## config.mk

```make
export PLATFORM = sky130hd
export DESIGN_NAME = mem_arbiter_flat
export DESIGN_NICKNAME = d
export VERILOG_FILES = /design/src/rtl/mem_arbiter_if.sv /design/src/rtl/mem_arbiter.sv /design/src/flat_wrapper.sv
export SDC_FILE = /design/constraint.sdc
export NUM_CORES = 1
export LEC_CHECK = 0
export ABC_AREA = 1
export CAP_MARGIN = 0
export CORE_AREA = 2 2 292 294
export DETAILED_ROUTE_END_ITERATION = 7
export DIE_AREA = 0 0 294 296
export REMOVE_ABC_BUFFERS = 1
export SETUP_SLACK_MARGIN = 0.5
export SYNTH_ARGS = -nofsm -noshare
export SYNTH_HDL_FRONTEND = slang
export SYNTH_SLANG_ARGS = --single-unit
```

## constraint.sdc

```tcl
create_clock -name i_clock -period 10.4 [get_ports i_clock]
set_input_delay 1.56 -clock i_clock [delete_from_list [all_inputs] [get_ports i_clock]]
set_output_delay 1.56 -clock i_clock [all_outputs]
set_load 0.1 [all_outputs]
```

## src/rtl/mem_arbiter_if.sv

```systemverilog
// mem_arbiter_if: cache-side and memory-side handshake bundle for mem_arbiter.
//   slave  : arbiter view (takes cache requests and memory responses, drives the rest)
//   master : environment view (caches plus memory model)
interface mem_arbiter_if #(
  parameter int ADDR_WIDTH = 32,
  parameter int LINE_WIDTH = 128
);
  logic                  ic_req_valid;
  logic [ADDR_WIDTH-1:0] ic_req_addr;
  logic                  ic_rsp_valid;
  logic [LINE_WIDTH-1:0] ic_rsp_data;
  logic                  dc_req_valid;
  logic [ADDR_WIDTH-1:0] dc_req_addr;
  logic                  dc_req_is_store;
  logic [LINE_WIDTH-1:0] dc_req_data;
  logic                  dc_rsp_valid;
  logic [LINE_WIDTH-1:0] dc_rsp_data;
  logic                  mem_req_valid;
  logic [ADDR_WIDTH-1:0] mem_req_addr;
  logic                  mem_req_is_store;
  logic [LINE_WIDTH-1:0] mem_req_data;
  logic                  mem_rsp_valid;
  logic [LINE_WIDTH-1:0] mem_rsp_data;
  modport slave (
    input  ic_req_valid, ic_req_addr, dc_req_valid, dc_req_addr, dc_req_is_store, dc_req_data,
           mem_rsp_valid, mem_rsp_data,
    output ic_rsp_valid, ic_rsp_data, dc_rsp_valid, dc_rsp_data,
           mem_req_valid, mem_req_addr, mem_req_is_store, mem_req_data
  );
  modport master (
    output ic_req_valid, ic_req_addr, dc_req_valid, dc_req_addr, dc_req_is_store, dc_req_data,
           mem_rsp_valid, mem_rsp_data,
    input  ic_rsp_valid, ic_rsp_data, dc_rsp_valid, dc_rsp_data,
           mem_req_valid, mem_req_addr, mem_req_is_store, mem_req_data
  );
endinterface

```

## src/rtl/mem_arbiter.sv

```systemverilog
// mem_arbiter: round-robin sharing of one memory port between I$ and D$ miss traffic.
//   i_clock        system clock
//   i_reset        synchronous reset, active-low
//   bus            cache request/response and memory request/response bundle (slave view)
//   o_protocol_err sticky flag: pulse into a busy slot, or memory response with nothing in flight
module mem_arbiter #(
  parameter int ADDR_WIDTH = 32,
  parameter int LINE_WIDTH = 128
) (
  input  logic           i_clock,
  input  logic           i_reset,
  mem_arbiter_if.slave   bus,
  output logic           o_protocol_err
);
  typedef enum logic {S_IDLE, S_WAIT} state_t;
  state_t                r_state, w_next;
  logic                  r_ic_pend, r_dc_pend, r_dc_store, r_owner, r_err;
  logic [ADDR_WIDTH-1:0] r_ic_addr, r_dc_addr;
  logic [LINE_WIDTH-1:0] r_dc_data;
  logic                  w_grant, w_win, w_done, w_stray;
  logic                  w_ic_clr, w_dc_clr, w_ic_cap, w_dc_cap, w_ic_drop, w_dc_drop;
  // r_owner doubles as last_grant: 0 = I$, 1 = D$
  always_comb begin
    w_win   = (r_ic_pend && r_dc_pend) ? ~r_owner : r_dc_pend;
    w_grant = (r_state == S_IDLE) && (r_ic_pend || r_dc_pend);
    w_stray = (r_state == S_IDLE) && bus.mem_rsp_valid;
    w_done  = (r_state == S_WAIT) && bus.mem_rsp_valid;
    w_next  = w_grant ? S_WAIT : (w_done ? S_IDLE : r_state);
  end
  assign w_ic_clr  = w_done && !r_owner;
  assign w_dc_clr  = w_done && r_owner;
  // a slot freed by this cycle's response may be refilled in the same cycle
  assign w_ic_cap  = bus.ic_req_valid && (!r_ic_pend || w_ic_clr);
  assign w_dc_cap  = bus.dc_req_valid && (!r_dc_pend || w_dc_clr);
  assign w_ic_drop = bus.ic_req_valid && !w_ic_cap;
  assign w_dc_drop = bus.dc_req_valid && !w_dc_cap;
  // outputs are forced low while reset is held, even before the first reset edge
  assign bus.mem_req_valid    = i_reset && w_grant;
  assign bus.mem_req_addr     = bus.mem_req_valid ? (w_win ? r_dc_addr : r_ic_addr) : '0;
  assign bus.mem_req_is_store = bus.mem_req_valid && w_win && r_dc_store;
  assign bus.mem_req_data     = bus.mem_req_is_store ? r_dc_data : '0;
  assign bus.ic_rsp_valid     = i_reset && w_ic_clr;
  assign bus.ic_rsp_data      = bus.ic_rsp_valid ? bus.mem_rsp_data : '0;
  assign bus.dc_rsp_valid     = i_reset && w_dc_clr;
  assign bus.dc_rsp_data      = (bus.dc_rsp_valid && !r_dc_store) ? bus.mem_rsp_data : '0;
  assign o_protocol_err       = i_reset && r_err;
  always_ff @(posedge i_clock) begin
    if (!i_reset) begin
      r_state   <= S_IDLE;
      r_ic_pend <= 1'b0;
      r_dc_pend <= 1'b0;
      r_owner   <= 1'b0;
      r_err     <= 1'b0;
    end else begin
      r_state   <= w_next;
      r_ic_pend <= w_ic_cap || (r_ic_pend && !w_ic_clr);
      r_dc_pend <= w_dc_cap || (r_dc_pend && !w_dc_clr);
      if (w_grant) r_owner <= w_win;
      if (w_stray || w_ic_drop || w_dc_drop) r_err <= 1'b1;
    end
  end
  always_ff @(posedge i_clock) begin
    if (w_ic_cap) r_ic_addr <= bus.ic_req_addr;
    if (w_dc_cap) begin
      r_dc_addr  <= bus.dc_req_addr;
      r_dc_store <= bus.dc_req_is_store;
      r_dc_data  <= bus.dc_req_data;
    end
  end
endmodule

```

## src/flat_wrapper.sv

```systemverilog
// flat-port wrapper written by rule: the top's interface ports become plain ports
module mem_arbiter_flat 
#(
  parameter int ADDR_WIDTH = 32,
  parameter int LINE_WIDTH = 128
)
  (i_clock, i_reset, o_protocol_err, bus_ic_req_valid, bus_ic_req_addr, bus_dc_req_valid, bus_dc_req_addr, bus_dc_req_is_store, bus_dc_req_data, bus_mem_rsp_valid, bus_mem_rsp_data, bus_ic_rsp_valid, bus_ic_rsp_data, bus_dc_rsp_valid, bus_dc_rsp_data, bus_mem_req_valid, bus_mem_req_addr, bus_mem_req_is_store, bus_mem_req_data);
  mem_arbiter_if #(.ADDR_WIDTH(ADDR_WIDTH), .LINE_WIDTH(LINE_WIDTH)) bus_i ();
  input  logic i_clock;
  input  logic i_reset;
  output logic o_protocol_err;
  input wire logic [$bits(bus_i.ic_req_valid)-1:0] bus_ic_req_valid;
  input wire logic [$bits(bus_i.ic_req_addr)-1:0] bus_ic_req_addr;
  input wire logic [$bits(bus_i.dc_req_valid)-1:0] bus_dc_req_valid;
  input wire logic [$bits(bus_i.dc_req_addr)-1:0] bus_dc_req_addr;
  input wire logic [$bits(bus_i.dc_req_is_store)-1:0] bus_dc_req_is_store;
  input wire logic [$bits(bus_i.dc_req_data)-1:0] bus_dc_req_data;
  input wire logic [$bits(bus_i.mem_rsp_valid)-1:0] bus_mem_rsp_valid;
  input wire logic [$bits(bus_i.mem_rsp_data)-1:0] bus_mem_rsp_data;
  output wire logic [$bits(bus_i.ic_rsp_valid)-1:0] bus_ic_rsp_valid;
  output wire logic [$bits(bus_i.ic_rsp_data)-1:0] bus_ic_rsp_data;
  output wire logic [$bits(bus_i.dc_rsp_valid)-1:0] bus_dc_rsp_valid;
  output wire logic [$bits(bus_i.dc_rsp_data)-1:0] bus_dc_rsp_data;
  output wire logic [$bits(bus_i.mem_req_valid)-1:0] bus_mem_req_valid;
  output wire logic [$bits(bus_i.mem_req_addr)-1:0] bus_mem_req_addr;
  output wire logic [$bits(bus_i.mem_req_is_store)-1:0] bus_mem_req_is_store;
  output wire logic [$bits(bus_i.mem_req_data)-1:0] bus_mem_req_data;
  assign bus_i.ic_req_valid = bus_ic_req_valid;
  assign bus_i.ic_req_addr = bus_ic_req_addr;
  assign bus_i.dc_req_valid = bus_dc_req_valid;
  assign bus_i.dc_req_addr = bus_dc_req_addr;
  assign bus_i.dc_req_is_store = bus_dc_req_is_store;
  assign bus_i.dc_req_data = bus_dc_req_data;
  assign bus_i.mem_rsp_valid = bus_mem_rsp_valid;
  assign bus_i.mem_rsp_data = bus_mem_rsp_data;
  assign bus_ic_rsp_valid = bus_i.ic_rsp_valid;
  assign bus_ic_rsp_data = bus_i.ic_rsp_data;
  assign bus_dc_rsp_valid = bus_i.dc_rsp_valid;
  assign bus_dc_rsp_data = bus_i.dc_rsp_data;
  assign bus_mem_req_valid = bus_i.mem_req_valid;
  assign bus_mem_req_addr = bus_i.mem_req_addr;
  assign bus_mem_req_is_store = bus_i.mem_req_is_store;
  assign bus_mem_req_data = bus_i.mem_req_data;
  mem_arbiter #(.ADDR_WIDTH(ADDR_WIDTH), .LINE_WIDTH(LINE_WIDTH)) u_core (.i_clock(i_clock), .i_reset(i_reset), .bus(bus_i), .o_protocol_err(o_protocol_err));
endmodule
```

After elaboration in Yosys (flattened, before gate mapping)
Index checks and enable logic that the tools add are counted.
{ "totals": {"ram_bits": 0, "mem_bits_ro": 0, "reg_bits": 198, "latch_bits": 0, "mem_count": 0, "word_cells": 54} }
{ "classes": {"n_lt_le_gt_ge": 0, "n_eq_ne": 0, "multipliers": 0, "n_shift": 0, "reduce_logical": 35, "add_sub_neg": 0, "n_bitwise": 2, "div_mod_pow": 0, "mux": 8} }
{ "ops": {"columns": ["op", "n"], "rows": [
  ["$mux 128", 3],
  ["$mux 32", 2],
  ["$logic_and 1x1->1", 19],
  ["$logic_not 1->1", 8],
  ["$logic_or 1x1->1", 7],
  ["$mux 1", 3],
  ["$not 1->1", 2],
  ["$reduce_bool 2->1", 1]
]} }

Logic depth before layout (Yosys ltp)
Gate-level depths: netlist of run 1.
{ "depth": {"ltp_word": 8, "mapped_depth": 7} }

Least setup slack after synthesis of run 1
Ideal clock, no wire load.
{ "synth_path": {"path_type": "input to register", "start": "input port bus_dc_req_valid", "end": "register u_core.r_dc_addr[0], enable pin", "arrival_time_ns": 9.341, "cell_stages": 2, "path_slack_ns": 0.325, "setup_ns": 0.734, "required_time_ns": 9.666, "n_path_buf": 0, "cell_sequence": "inv_1 > a21oi_1"} }
{ "synth_via": {"elab_chain_cells": 1} }
{ "synth_lines": {"columns": ["element", "line", "source"], "rows": [
  ["start, declared", "flat_wrapper.sv:14", "input wire logic [$bits(bus_i.dc_req_valid)-1:0] bus_dc_req_valid;"],
  ["$logic_and 1x1->1", "mem_arbiter.sv:34", "assign w_dc_cap = bus.dc_req_valid && (!r_dc_pend || w_dc_clr);"],
  ["net u_core.w_dc_cap", "mem_arbiter.sv:21", "logic w_ic_clr, w_dc_clr, w_ic_cap, w_dc_cap, w_ic_drop, w_dc_drop;"],
  ["end signal, assigned", "mem_arbiter.sv:65", "r_dc_addr <= bus.dc_req_addr;"],
  ["end, declared", "mem_arbiter.sv:18", "logic [ADDR_WIDTH-1:0] r_ic_addr, r_dc_addr;"]
]} }
The timed path passes the listed nets, and every way through them passes these cells.
A chain may end at the register's enable or synchronous reset.

Worst setup path after layout of run 1
{ "layout_path": {"start": "input port i_reset", "end": "output port bus_mem_req_data[58]"} }
{ "layout_via": {"elab_chain_cells": 4} }
{ "layout_lines": {"columns": ["element", "line", "source"], "rows": [
  ["start, declared", "flat_wrapper.sv:10", "input logic i_reset;"],
  ["$logic_and 1x1->1", "mem_arbiter.sv:38", "assign bus.mem_req_valid = i_reset && w_grant;"],
  ["$logic_and 1x1->1 (2 in a row)", "mem_arbiter.sv:40", "assign bus.mem_req_is_store = bus.mem_req_valid && w_win && r_dc_store;"],
  ["$mux 128", "mem_arbiter.sv:41", "assign bus.mem_req_data = bus.mem_req_is_store ? r_dc_data : '0;"],
  ["end, declared", "flat_wrapper.sv:27", "output wire logic [$bits(bus_i.mem_req_data)-1:0] bus_mem_req_data;"]
]} }
No other way between the ends.

==> flow_summary.json, run 1 <==
{
  "grt_pass1_vias": 8963,
  "postRouteWirelength_mm": 56.3,
  "timing.final.crit_share_pct": 65.2,
  "critPathArrivalTime_ns": 5.22,
  "synth.area.top_cells": "edfxtp_1 (64%), nor2_1 (16%), inv_1 (11%), nand2_1 (3.0%), a21oi_1 (2.0%)",
  "port_buffers": 746,
  "fin_skew_ns": 0.00993,
  "post_cts_resized": 0,
  "worstPathCellList": "clkdlybuf4s50_1, inv_2, nor3_4, nand3_4, buf_4, nor2_1, clkdlybuf4s50_1",
  "clock-sinks": 198,
  "synthCells": 1026,
  "max_cap_viol_count": 0,
  "gr-usage-all-layers_pct": 12.3,
  "cts_max_level": 4,
  "synth_compound_area_share_pct": 2.17,
  "path_buf_inv": 4,
  "core_sq_mm": 0.0842,
  "crit_top_cell": "clkdlybuf4s50_1",
  "yosysSeqAreaShare_pct": 64.6,
  "tns_ns": 0,
  "grt_pass1_wl_mm": 71.8,
  "drive_gt1_share_pct": 3.63,
  "p_leak_nw": 7.48,
  "vias": 9261,
  "path_max_fanout": 67,
  "grt_max_degree": 147,
  "insertion_delay_ns": 0.48,
  "synth-xor-area-share_pct": 0,
  "power.density_mw_per_mm2": 115,
  "outcome": "completed",
  "cts_root_buf": "clkbuf_16",
  "synth_cell_type_count": 14,
  "place.gp.congestion": 0.779,
  "drc_errors": 0,
  "setup_viol": 0,
  "wl_per_cell_um": 19.7,
  "dpl.hpwl_mm": 47.9,
  "peakVddDrop_v": 0.000165,
  "cp-end-kind": "primary output",
  "crit_family": "buffers and inverters",
  "crit_path_start_kind": "input pin",
  "synth_top_family_by_area": "simple AND/OR/NAND/NOR gates",
  "rows": 107,
  "worstPathRequired_ns": 8.84,
  "io_pins": 747,
  "hold_path_class": "flip-flop to flip-flop",
  "drtAntennaViolNets": 0,
  "die_h_um": 296,
  "cts_tree": "yes",
  "syn_area_per_cell_sq_um": 8.89,
  "area_growth_pct": 102,
  "drtIter0Drc": 408,
  "pre_cts_ws_ns": 3.53,
  "slowest_stage": "clkdlybuf4s50_1",
  "yosys_warnings": 0,
  "synth_top_area_cell": "edfxtp_1",
  "yosysTopAreaCellShare_pct": 63.5,
  "finalCriticalPeriod_ns": 6.78,
  "fmax_mhz": 147,
  "antenna_found_initial": 28,
  "synthMuxAreaShare_pct": 0,
  "start_util_pct": 10.8,
  "clk_pin_slew_worst_paths_ns": 0.08,
  "worst-setup-path-type": "input pin to primary output",
  "dieArea_sq_mm": 0.0870,
  "drv_slew": 0,
  "synth_fa_ha_area_share_pct": 0,
  "worstMarginPinSlew_ns": 1.19,
  "synthSimpleGateAreaFrac_pct": 19.5,
  "slowest_delay_ns": 1.17,
  "rsz0062_at_grt": "false",
  "cts.repair_timing.setup_buffer_count": 0,
  "timing.final.hold_violations": 0,
  "ys_ff_latch": 198,
  "die_x_um": 294,
  "layout.nets": 2075,
  "first_pass_iters": 4,
  "relSlewSlack_pct": 20.6,
  "via_per_inst": 3.25,
  "holdBufCountCts": 0,
  "clock_path_buffers": 2,
  "tritoncts.num_buffers": 17,
  "synth_area_sq_mm": 0.00912,
  "gr-total-overflow": 0,
  "worst_slack_ns": 3.62
}
-- synthesized netlist by cell type --
cell type / n
nand3_1: 7
inv_2: 2
nor2_1: 387
a21oi_1: 37
buf_1: 1
buf_2: 36
dfxtp_1: 5
nand2_1: 74
o21ai_0: 1
edfxtp_1: 193
a211oi_1: 1
clkbuf_1: 14
nor3_4: 1
inv_1: 267
-- metal layers --
metal	track usage [%]	share of wire (%)
met4	3.17	2.2
met2	22.4	51
met1	13.1	37
met3	4.84	9.2
met5	0	0.082
-- worst paths after layout --
check	start	to	slack, ns	cells after the start
worst min register to register	u_core.r_owner	u_core.r_owner	0.55	2
worst max-delay path	i_reset	bus_mem_req_data[58]	3.62	7
worst max register to register	u_core.r_state	u_core.r_dc_data[72]	7.86	3
worst min-delay path	u_core.r_owner	u_core.r_owner	0.55	2
-- cell type report --
class | instances | area [sq um]
antenna | 2 | 5.00
clock buffer | 17 | 425
clock inverter | 14 | 145
fill | 9303 | 65800
inverter | 269 | 1010
multi-input combinational | 508 | 2040
sequential | 198 | 5900
tap | 1090 | 1360
timing repair buffer | 755 | 7500
-- logic make-up (layout without fill, tap and decap cells) --
group / Yosys count / after routing
other cells: 0 / 2
compound gates: 39 / 39
buf+inv: 320 / 1055
flops: 198 / 198
simple gates: 469 / 469
-- power breakdown --
part           switching [W]  total [W]  internal [W]
combinational       0.000339   0.000510      0.000171
sequential         0.0000164   0.000948      0.000931
clock               0.000347   0.000664      0.000317
-- worst reg2reg max path, stage by stage, from the launching register on --
cell,delay [ns]
dfxtp_1,0.47
nand3_1,0.22
a21oi_4,0.65
buf_12,0.54
-- through the flow --
stage	std cells	hold slack [ns]	total power, W	util [%]	area (sq um)
5_1_grt	2852	0.596	0.00221	21.8	18400
6_report	2853	0.547	0.00212	21.8	18400
2_1_floorplan	975	0.479	0.00125	-	8880
3_5_place_dp	2820	0.534	0.00148	21.2	17800
4_1_cts	2851	0.545	0.00217	21.8	18400
3_3_place_gp	2820	0.528	0.00148	21.2	17800
-- state kept, by name, summed over array words and instances (netlist names) --
register	flops
u_core.r_dc_store	1
u_core.r_ic_pend	1
u_core.r_dc_pend	1
u_core.r_ic_addr	32
u_core.r_err	1
u_core.r_dc_data	128
u_core.r_state	1
u_core.r_dc_addr	32
u_core.r_owner	1
-- placed cells by master, fill, tap and decap left out, types with 2 or more instances in the layout --
| cell type | n |
|---|---|
| clkdlybuf4s50_1 | 730 |
| nor2_1 | 387 |
| inv_1 | 267 |
| edfxtp_1 | 193 |
| nand2_1 | 72 |
| a21oi_1 | 35 |
| buf_4 | 23 |
| clkbuf_16 | 17 |
| nand3_1 | 5 |
| dfxtp_1 | 5 |
| clkinv_8 | 3 |
| inv_8 | 3 |
| clkinv_4 | 3 |
| diode_2 | 2 |
| inv_2 | 2 |
| nand3_4 | 2 |
| a21oi_4 | 2 |
| inv_6 | 2 |
| clkinvlp_4 | 2 |
Note: power is estimated with default switching activity, not from simulation.
==> run 2: changes to the inputs <==
- CORE_AREA: 2 2 292 294 -> 2 2 287 289
- DIE_AREA: 0 0 294 296 -> 0 0 289 291
- clock period: 10.4 -> 6.4 ns (I/O delays scaled with it)
==> run 2 against run 1 <==
Net effect:
- count of clock-buffer cells in the layout unchanged
- critical path depth is the same
- die area is 3.4% lower
- clock skew increased by 0.0097 ns
- utilization increased by 0.60 points
- sequential power up 62%
- final cell count down 0.42%
- register-to-register slack got worse by 4.0 ns
- final area is 0.94% lower
- largest cell class unchanged
- largest power group unchanged
- highest routed layer unchanged
==> flow_summary.json, run 2 (synthesized netlist as in run 1, its figures left out) <==
{
  "outcome": "completed",
  "top_layer": "met5",
  "timing.final.hold_violations": 0,
  "peakVddDrop_v": 0.000257,
  "layout_commonest_cell": "clkdlybuf4s50_1",
  "cts_max_level": 4,
  "post_cts_resized": 0,
  "wl_per_cell_um": 19.3,
  "rows": 105,
  "dieArea_sq_mm": 0.0841,
  "clock-sinks": 198,
  "power.density_mw_per_mm2": 192,
  "worstPathRequired_ns": 5.44,
  "clock_path_buffers": 2,
  "layout.nets": 2081,
  "clk_pin_slew_worst_paths_ns": 0.08,
  "met1_length_mm": 20.6,
  "reg_top3": "u_core.r_dc_data: 128 flops, u_core.r_dc_addr: 32 flops, u_core.r_ic_addr: 32 flops",
  "die_x_um": 289,
  "worstMarginPinSlew_ns": 1.06,
  "holdBufCountCts": 0,
  "antenna_found_initial": 19,
  "start_util_pct": 11.2,
  "drtAntennaViolNets": 0,
  "p_leak_nw": 7.72,
  "gr-usage-all-layers_pct": 12.6,
  "n_fill_cell": 8962,
  "worst_slack_ns": 1.18,
  "drc_errors": 0,
  "drv_slew": 0,
  "io_pins": 747,
  "largest_reg_flops": 128,
  "relSlewSlack_pct": 28.9,
  "met3_wirelength_mm": 5.43,
  "hold_path_class": "flip-flop to flip-flop",
  "critPathArrivalTime_ns": 4.26,
  "cts_root_buf": "clkbuf_16",
  "area_growth_pct": 99.7,
  "pre_cts_ws_ns": 1.16,
  "max_cap_viol_count": 0,
  "gr-total-overflow": 0,
  "insertion_delay_ns": 0.48,
  "grt_pass1_wl_mm": 72.2,
  "worst-setup-path-type": "input pin to primary output",
  "grt_pass1_vias": 9144,
  "place.gp.congestion": 0.848,
  "crit_path_start_kind": "input pin",
  "cp-end-kind": "primary output",
  "timing.final.crit_share_pct": 81.5,
  "finalCriticalPeriod_ns": 5.22,
  "fmax_mhz": 192,
  "total_power_w": 0.00350,
  "port_buffers": 746,
  "fin_skew_ns": 0.0196,
  "tns_ns": 0,
  "drive_gt1_share_pct": 9.28,
  "cts.repair_timing.setup_buffer_count": 0,
  "via_per_inst": 3.28,
  "vias": 9328,
  "die_h_um": 291,
  "dpl.hpwl_mm": 46.1,
  "mostFrequentLayoutCells": "clkdlybuf4s50_1 (638), nor2_1 (387), inv_1 (267)",
  "cts_tree": "yes",
  "first_pass_iters": 5,
  "regMostFlops": "u_core.r_dc_data",
  "drtIter0Drc": 439,
  "postRouteWirelength_mm": 55.0,
  "core_sq_mm": 0.0812,
  "final_area_sq_mm": 0.0182,
  "path_max_fanout": 78,
  "grt_max_degree": 92,
  "met2_length_mm": 27.3,
  "rsz0062_at_grt": "false",
  "setup_viol": 0,
  "dpl_cell_area_sq_mm": 0.0176,
  "tritoncts.num_buffers": 17
}
[run 2: cell type report]
cell class | instances | area, sq um | share of cell area [%]
Multi-Input combinational cell | 508 | 2040 | 11.2
Tap cell | 1070 | 1340 | 7.35
Sequential cell | 198 | 5900 | 32.4
Timing Repair Buffer | 761 | 7320 | 40.2
Clock inverter | 15 | 183 | 1.00
Clock buffer | 17 | 425 | 2.34
Inverter | 269 | 1010 | 5.54
Antenna cell | 3 | 7.51 | 0.0412
[run 2: final timing paths]
check / endpoint / slack, ns / start / depth (start not counted)
worst min register to register: u_core.r_owner / 0.53 / u_core.r_owner / 2
worst min-delay path: u_core.r_owner / 0.53 / u_core.r_owner / 2
worst max-delay path: bus_dc_rsp_data[27] / 1.18 / i_reset / 7
worst max register to register: u_core.r_dc_data[126] / 3.88 / u_core.r_state / 4
[run 2: per-layer routing]
layer	up-vias	GRT usage, %
met3	68	4.85
met1	4253	13.4
met4	6	4.27
met2	518	22.4
li1	4483	-
met5	-	0
[run 2: per-stage QoR]
step / hold slack (ns) / std cells / utilization, %
4_1_cts: 0.527 / 2838 / 22.4
6_report: 0.528 / 2841 / 22.4
2_1_floorplan: 0.479 / 975 / -
5_1_grt: 0.562 / 2840 / 22.4
3_5_place_dp: 0.525 / 2806 / 21.7
3_3_place_gp: 0.523 / 2806 / 21.7
[run 2: worst max-delay path, stage by stage]
cell             delay [ns]
clkdlybuf4s50_1        0.63
nand2_1                0.11
nor2_1                 0.24
nand2_4                0.46
buf_4                  0.47
nor2_1                 0.12
clkdlybuf4s50_1        1.13
[run 2: power by group]
group          leakage (nW)  internal, W  switching, W
combinational          5.55     0.000277      0.000553
sequential             1.88      0.00151     0.0000246
clock                 0.290     0.000560      0.000576
total                  7.72      0.00235       0.00115
==> run 3: changes to the inputs <==
- clock period: 6.4 -> 5.15 ns (I/O delays scaled with it)
==> run 3 against run 2 <==
Net effect:
- sequential power rose by 24%
- sequential share of layout area is 1.4 points higher
- global-route usage is essentially flat
- routed wire length rose by 0.23%
- count of clock-buffer cells in the layout increased by 1
==> flow_summary.json, run 3 (synthesized netlist as in run 1, its figures left out) <==
{
  "outcome": "completed",
  "worstMarginPinSlew_ns": 1.01,
  "wl_per_cell_um": 19.4,
  "place.gp.congestion": 0.826,
  "die_h_um": 291,
  "vias": 9342,
  "worst-setup-path-type": "input pin to primary output",
  "tritoncts.num_buffers": 17,
  "total_power_w": 0.00432,
  "cp-end-kind": "primary output",
  "dieArea_sq_mm": 0.0841,
  "cts_tree": "yes",
  "antenna_found_initial": 16,
  "dpl.hpwl_mm": 46.9,
  "gr-total-overflow": 0,
  "clk_pin_slew_worst_paths_ns": 0.08,
  "tns_ns": 0,
  "drive_gt1_share_pct": 27.0,
  "reg_top3": "u_core.r_dc_data: 128 flops, u_core.r_dc_addr: 32 flops, u_core.r_ic_addr: 32 flops",
  "cts.repair_timing.setup_buffer_count": 0,
  "postRouteWirelength_mm": 55.1,
  "crit_path_start_kind": "input pin",
  "grt_max_degree": 93,
  "timing.final.hold_violations": 0,
  "clock-sinks": 198,
  "first_pass_iters": 5,
  "drtIter0Drc": 369,
  "pre_cts_ws_ns": 0.979,
  "gr-usage-all-layers_pct": 12.6,
  "clock_path_buffers": 2,
  "rsz0062_at_grt": "false",
  "die_x_um": 289,
  "max_cap_viol_count": 0,
  "largest_reg_flops": 128,
  "drtAntennaViolNets": 0,
  "n_fill_cell": 9001,
  "critPathArrivalTime_ns": 3.32,
  "grt_pass1_vias": 9122,
  "peakVddDrop_v": 0.000334,
  "insertion_delay_ns": 0.48,
  "via_per_inst": 3.28,
  "core_sq_mm": 0.0812,
  "grt_pass1_wl_mm": 71.9,
  "drc_errors": 0,
  "timing.final.crit_share_pct": 79.6,
  "io_pins": 747,
  "mostFrequentLayoutCells": "buf_4 (434), nor2_1 (387), clkdlybuf4s50_1 (325)",
  "post_cts_resized": 0,
  "hold_path_class": "flip-flop to flip-flop",
  "finalCriticalPeriod_ns": 4.10,
  "layout_commonest_cell": "buf_4",
  "worstPathRequired_ns": 4.38,
  "reg2reg_slack_ns": 2.80,
  "holdBufCountCts": 0,
  "cts_max_level": 4,
  "regMostFlops": "u_core.r_dc_data",
  "worst_slack_ns": 1.05,
  "fmax_mhz": 244,
  "cts_root_buf": "clkbuf_16",
  "power.density_mw_per_mm2": 248,
  "port_buffers": 746,
  "drv_slew": 0,
  "start_util_pct": 11.2,
  "relSlewSlack_pct": 32.6,
  "rows": 105,
  "area_growth_pct": 91.5,
  "layout.nets": 2084,
  "setup_viol": 0,
  "fin_skew_ns": 0.00994,
  "path_max_fanout": 53,
  "p_leak_nw": 8.36
}
==> run 3: path summary, 6_finish.rpt <==
check            startpoint              endpoint  cells past startpoint
max                 i_reset   bus_dc_rsp_data[64]                      7
min          u_core.r_owner        u_core.r_owner                      2
max reg2reg  u_core.r_state  u_core.r_dc_data[79]                      3
min reg2reg  u_core.r_owner        u_core.r_owner                      2
==> run 3: layout make-up <==
cell class                      count  area, sq um  area share (%)
Sequential cell                   198         5900            33.8
Antenna cell                        4         10.0          0.0573
Clock buffer                       18          429            2.46
Clock inverter                     14          163           0.931
Timing Repair Buffer              764         6580            37.7
Tap cell                         1070         1340            7.67
Multi-Input combinational cell    508         2040            11.7
Inverter                          269         1010            5.78
==> run 3: report_power, final <==
group | internal (W) | switching, W
sequential | 0.00188 | 0.0000293
combinational | 0.000330 | 0.000700
clock | 0.000690 | 0.000695
==> run 3: worst max-delay path, cell delays in order <==
cell and delay (ns):
clkdlybuf4s50_1 0.69, nand2_1 0.12, nor2_1 0.32, nand2_4 0.44, buf_4 0.38, nor2_1 0.21
buf_4 0.34
==> run 3: per-layer routing <==
layer / track usage, % / vias up / wire length (um)
met5: 0 / - / 27
met4: 3.02 / 4 / 842
met3: 3.98 / 51 / 4410
met2: 23.5 / 478 / 28800
met1: 13.6 / 4316 / 21000
li1: - / 4493 / -
==> run 3: stage by stage <==
| step | utilization (%) | cells | hold WS (ns) | instance area, sq um |
|---|---|---|---|---|
| floorplan | - | 975 | 0.479 | 8880 |
| global placement | 20.8 | 2809 | 0.539 | 16900 |
| detailed placement | 20.8 | 2809 | 0.531 | 16900 |
| CTS | 21.5 | 2841 | 0.542 | 17500 |
| global route | 21.5 | 2841 | 0.591 | 17500 |
| finish | 21.5 | 2845 | 0.552 | 17500 |
